==> src/rtl/sync_handshake_arbiter.sv <==
// Round-robin arbiter sharing one 4-phase req/ack clock-crossing channel among N requesters.
// The far-domain ack is synchronized before it steers the handshake sequencer.
module sync_handshake_arbiter #(
  parameter int unsigned N           = 4,
  parameter int unsigned W           = 8,
  parameter int unsigned SYNC_STAGES = 2,
  parameter int unsigned TIMEOUT     = 255
) (
  input  logic                 clk,
  input  logic                 reset,
  input  logic [N-1:0]         src_valid,
  input  logic [N*W-1:0]       src_data,
  output logic [N-1:0]         src_ready,
  output logic                 xfer_req,
  output logic [W-1:0]         xfer_data,
  input  logic                 xfer_ack,
  output logic [$clog2(N)-1:0] grant_id,
  output logic                 done,
  output logic                 timeout_err
);

  localparam int unsigned IW    = $clog2(N);
  localparam int unsigned CW    = IW + 1;
  localparam int unsigned TW    = (TIMEOUT > 1) ? $clog2(TIMEOUT) : 1;
  localparam int unsigned TLAST = (TIMEOUT > 0) ? TIMEOUT - 1 : 0;

  typedef enum logic [1:0] {IDLE, REQ, REL} state_t;

  state_t                 state;
  logic [SYNC_STAGES-1:0] sync_q;
  logic                   ack_s;
  logic [IW-1:0]          rr;
  logic [TW-1:0]          timer;
  logic                   found;
  logic [IW-1:0]          winner;
  logic [CW-1:0]          cand;
  logic [W-1:0]           word;

  // Ack synchronizer: only ack_s is ever seen by the sequencer
  always_ff @(posedge clk or posedge reset) begin
    if (reset) sync_q <= '0;
    else       sync_q <= {sync_q[SYNC_STAGES-2:0], xfer_ack};
  end
  assign ack_s = sync_q[SYNC_STAGES-1];

  // Round-robin search starting just after the last winner, wrapping at N
  always_comb begin
    found  = 1'b0;
    winner = '0;
    cand   = '0;
    for (int unsigned k = 1; k <= N; k++) begin
      cand = {1'b0, rr} + CW'(k);
      if (cand >= CW'(N)) cand = cand - CW'(N);
      if (!found && src_valid[IW'(cand)]) begin
        found  = 1'b1;
        winner = IW'(cand);
      end
    end
  end

  always_comb begin
    word = '0;
    for (int unsigned i = 0; i < N; i++) begin
      if (IW'(i) == winner) word = src_data[i*W +: W];
    end
  end

  // Accept strobe exists only while idle and out of reset
  always_comb begin
    src_ready = '0;
    if (state == IDLE && found && !reset) src_ready[winner] = 1'b1;
  end

  always_ff @(posedge clk or posedge reset) begin
    if (reset) begin
      state       <= IDLE;
      xfer_req    <= 1'b0;
      xfer_data   <= '0;
      grant_id    <= '0;
      done        <= 1'b0;
      timeout_err <= 1'b0;
      rr          <= IW'(N - 1);
      timer       <= '0;
    end else begin
      done <= 1'b0;
      case (state)
        IDLE: begin
          if (found) begin
            xfer_data <= word;
            grant_id  <= winner;
            rr        <= winner;
            xfer_req  <= 1'b1;
            timer     <= '0;
            state     <= REQ;
          end
        end
        REQ: begin
          if (ack_s) begin
            xfer_req <= 1'b0;
            state    <= REL;
          end else if (TIMEOUT != 0 && timer == TW'(TLAST)) begin
            xfer_req    <= 1'b0;
            timeout_err <= 1'b1;
            state       <= REL;
          end else begin
            timer <= timer + TW'(1);
          end
        end
        REL: begin
          if (!ack_s) begin
            done  <= 1'b1;
            state <= IDLE;
          end
        end
        default: state <= IDLE;
      endcase
    end
  end

endmodule
==> config.mk <==
export PLATFORM = sky130hd
export DESIGN_NAME = sync_handshake_arbiter
export DESIGN_NICKNAME = d
export VERILOG_FILES = /design/src/rtl/sync_handshake_arbiter.sv
export SDC_FILE = /design/constraint.sdc
export NUM_CORES = 1
export LEC_CHECK = 0
export ABC_CLOCK_PERIOD_IN_PS = 2150
export BUFFER_PORTS_ARGS = -buffer_cell sky130_fd_sc_hd__buf_2
export CORE_MARGIN = 2
export CORE_UTILIZATION = 48
export DETAILED_ROUTE_END_ITERATION = 6
export PLACE_DENSITY = 0.81
export SETUP_SLACK_MARGIN = 0.5
export SKIP_CTS_REPAIR_TIMING = 1
export SYNTH_ARGS = -nofsm -noshare
export SYNTH_HDL_FRONTEND = slang
export SYNTH_SLANG_ARGS = --single-unit
==> constraint.sdc <==
create_clock -name clk -period 2.15 [get_ports clk]
set_clock_uncertainty 0.1 [all_clocks]
set_input_delay 0.43 -clock clk [delete_from_list [all_inputs] [get_ports clk]]
set_output_delay 0.43 -clock clk [all_outputs]
set_load 0.1 [all_outputs]
==> run summary <==
The total overflow left after global routing is 0. The library cell used most frequently in the layout, excluding fill and tap cells, is buf_2. Compared with the post-synthesis result, the final layout area differs by 51.5%. The reported max-cap violation count came out at 0. The synthesized flop and latch total came out at 27. TritonCTS created 3 clock buffers.

Using the TritonRoute via totals, the vias-per-cell ratio works out to between 5 and 6. In this run the vertical extent of the chip is around 59 µm. After synthesis, the largest family of logic cells by area is simple AND/OR/NAND/NOR gates. The critical path class is flop to primary output.

For this block, the via count after detailed routing is approximately 1400. Headroom to the max-slew limit came out at 65.3%. The mean routed wirelength per cell came out at between 15 and 20 µm. The clock slew seen by the registers of the worst setup and hold paths came out at ~0.17 ns. The flow ran to the end, but the final reports show violations. Setup repair after global routing could not meet its margin everywhere. Along the worst path, the maximum fanout reaches 4. Entering global routing, the biggest net connects 18 pins. For this run, the top clock speed supported by timing is between 400 and 500 MHz. The via count of the first global-routing pass came out at about 1300.

The static leakage is 1.05 nW. The post-route minimum period is around 2.5 ns. TritonCTS built the clock tree. STA classifies the critical path endpoint as a primary output. For this block, the routed nets add up to between 4000 and 5000 µm of wire.

The die outline width is roughly 59 µm. 56 I/O pins were placed. The sum of internal, switching and leakage power is about 3.3 mW.

In this run the clock root is driven by a clkbuf_4. The placement row count came out at 20. The number of H-tree levels is 1. The starting density of the core came out at 49.1%. The area of the mapped netlist came out at between 1000 and 1500 µm².

The core area came out at 2980 µm². The antenna violation net count after detailed routing is 0. The largest voltage drop on the vdd net is 1150 µV. For this run, design rule violations remaining after detail routing come to 0. During synthesis, Yosys emitted a total of 0 warnings. The final reports fail on setup timing. In the synthesized netlist, mux cells make up 10.9% of the area. The type of origin of the critical path is a flop. The number of distinct library cell variants in the gate-level netlist after synthesis is 41. In the final design database the tool counted ~260 nets.

The type of the most critical hold path is input pin to flop. The number of stages on the worst hold path came out at 1. The number of nets produced by synthesis came out at about 180.

The aggregate global-route resource usage came out at between 20% and 30%. The cell count of the worst reg-to-reg path is 7. The number of buffers on the longest clock path is 2. Routability-driven placement finished with a final weighted congestion of 0.861. Port buffering added 55 buffers. The initial antenna violation count is 0. The overall die area came out at roughly 3500 µm².

The detailed-routing iteration count for the pre-antenna-repair pass came out at 4. The synthesized netlist devotes about a fifth of its cell area to simple gates. Averaged over all synthesized cells, the footprint is 10.4 µm².

The adder-cell share of the synthesized area came out at 1.71%. Of the available clock period, the critical path in the final layout requires 114%. The hold slack came out at between 0.06 and 0.07 ns. The transition time at the pin with the least slew margin is ~0.52 ns. At the worst endpoint, the required time is approximately 1.6 ns. The count of endpoints failing hold in the final timing report came out at 0. The clock latency on the worst-skew pair is roughly 0.35 ns. For this block, the initial DRC count from the detailed router was 96. Setup violations remaining at the end of the flow were counted as 4.

The accumulated negative setup slack is -1.13 ns. The post-route cell area came out at approximately 2200 µm². For this design the ratio of total power to cell area is 1500 nW/µm². The library cells used most frequently in the layout, excluding fill and tap cells, are buf_2, dfrtp_1, nand2_1, buf_4. The synthesized netlist devotes between 15 and 20% of its cell area to compound gates. The HPWL after detailed placement is 2730 µm. The post-placement cell area came out at approximately 2000 µm². The critical path arrival is 1.93 ns. Sequential cells were found to cover a little under half of the synthesized design area. The share of layout cells above drive strength 1 came out at 53.5%. Of the total synthesized cell area, the portion taken by XOR and XNOR cells is 1.80%. The clock drives 27 sinks. The first-pass GRT wire length came out at 5640 µm. The max-slew violation total from the final report is 0. The count of inserted antenna diode cells came out at 0.

The final worst slack came out at -0.311 ns. In the synthesized netlist, the number of instances is between 100 and 150.
-- state kept, by name, summed over array words and instances (netlist names) --
register	cells
sync_q	2
done	1
grant_id	2
rr	2
timer	8
xfer_data	8
state	2
xfer_req	1
timeout_err	1
-- final timing paths --
check	end	slack (ns)	from
worst max-delay path	src_ready[2]	-0.31	rr[0]
worst min-delay path	sync_q[0]	0.07	xfer_ack
worst max register to register	xfer_data[4]	0.27	rr[0]
worst min register to register	sync_q[1]	0.28	sync_q[0]
max in group asynchronous	timer[1]	1.26	reset
min in group asynchronous	xfer_data[1]	0.09	reset
-- layout make-up --
type,count,area [µm²]
Fill cell,203,762
Multi-Input combinational cell,105,902
Inverter,3,11.3
Clock inverter,1,8.76
Timing Repair Buffer,76,548
Clock buffer,3,22.5
Tap cell,33,41.3
Sequential cell,27,682
-- critical path: stages (launching register included) --
cell and delay, ns:
dfstp_2 0.58, nand2b_4 0.12, o22ai_1 0.09, a21oi_2 0.19, nand2_2 0.16, nor3_4 0.24, buf_12 0.20
-- kinds of logic after synthesis --
| logic type | count (synthesis) |
|---|---|
| flip-flops | 27 |
| buffers and inverters | 9 |
| AND/OR/NAND/NOR | 52 |
| multiplexers | 16 |
| AO/OA/AOI/OAI | 32 |
| XOR/XNOR | 3 |
| adder cells (fa/ha/maj) | 2 |
-- Yosys cell counts, drive strengths merged --
cell | number | area [µm²]
and4 | 1 | 11.3
nand3 | 2 | 10.0
a211o | 1 | 8.76
a21boi | 2 | 18.8
clkbuf | 2 | 7.51
or3 | 3 | 18.8
o22ai | 1 | 6.26
buf | 4 | 28.8
mux2i | 16 | 160
nand2 | 19 | 73.8
and2 | 1 | 7.51
o2111ai | 1 | 15.0
o211ai | 1 | 12.5
a211oi | 1 | 7.51
nor2b | 2 | 12.5
nand4 | 3 | 18.8
ha | 2 | 25.0
inv | 3 | 11.3
nand2b | 3 | 26.3
a22o | 2 | 17.5
nor4 | 1 | 6.26
dfstp | 2 | 52.6
nor4b | 1 | 8.76
o221ai | 8 | 70.1
a311oi | 1 | 15.0
nor3b | 3 | 33.8
xor2 | 3 | 26.3
nor3 | 1 | 5.00
a21oi | 5 | 25.0
nand3b | 1 | 7.51
nor2 | 11 | 41.3
o21ai | 8 | 40.0
dfrtp | 25 | 626
a21o | 1 | 7.51
-- stage by stage --
stage                     instances  util [%]  setup WS [ns]
after floorplan                 141         -         -0.508
after global placement          235      66.4         0.0326
after detailed placement        235      66.4       0.000489
after CTS                       239      67.5         -0.320
after global routing            248      74.4         -0.368
final                           248      74.4         -0.311
-- report_power, final --
group	switching [mW]	internal (mW)	total, mW
logic	1.50	0.736	2.24
clock network	0.178	0.0763	0.254
registers	0.137	0.689	0.826
total	1.81	1.50	3.32
-- metal layers --
layer / part of all wire, % / global-route usage [%]
met5: 0 / 0
met4: 2.0 / 8.77
met3: 4.4 / 2.84
met2: 52 / 37.5
met1: 41 / 25.5
Power figures use the tool's default switching activity.
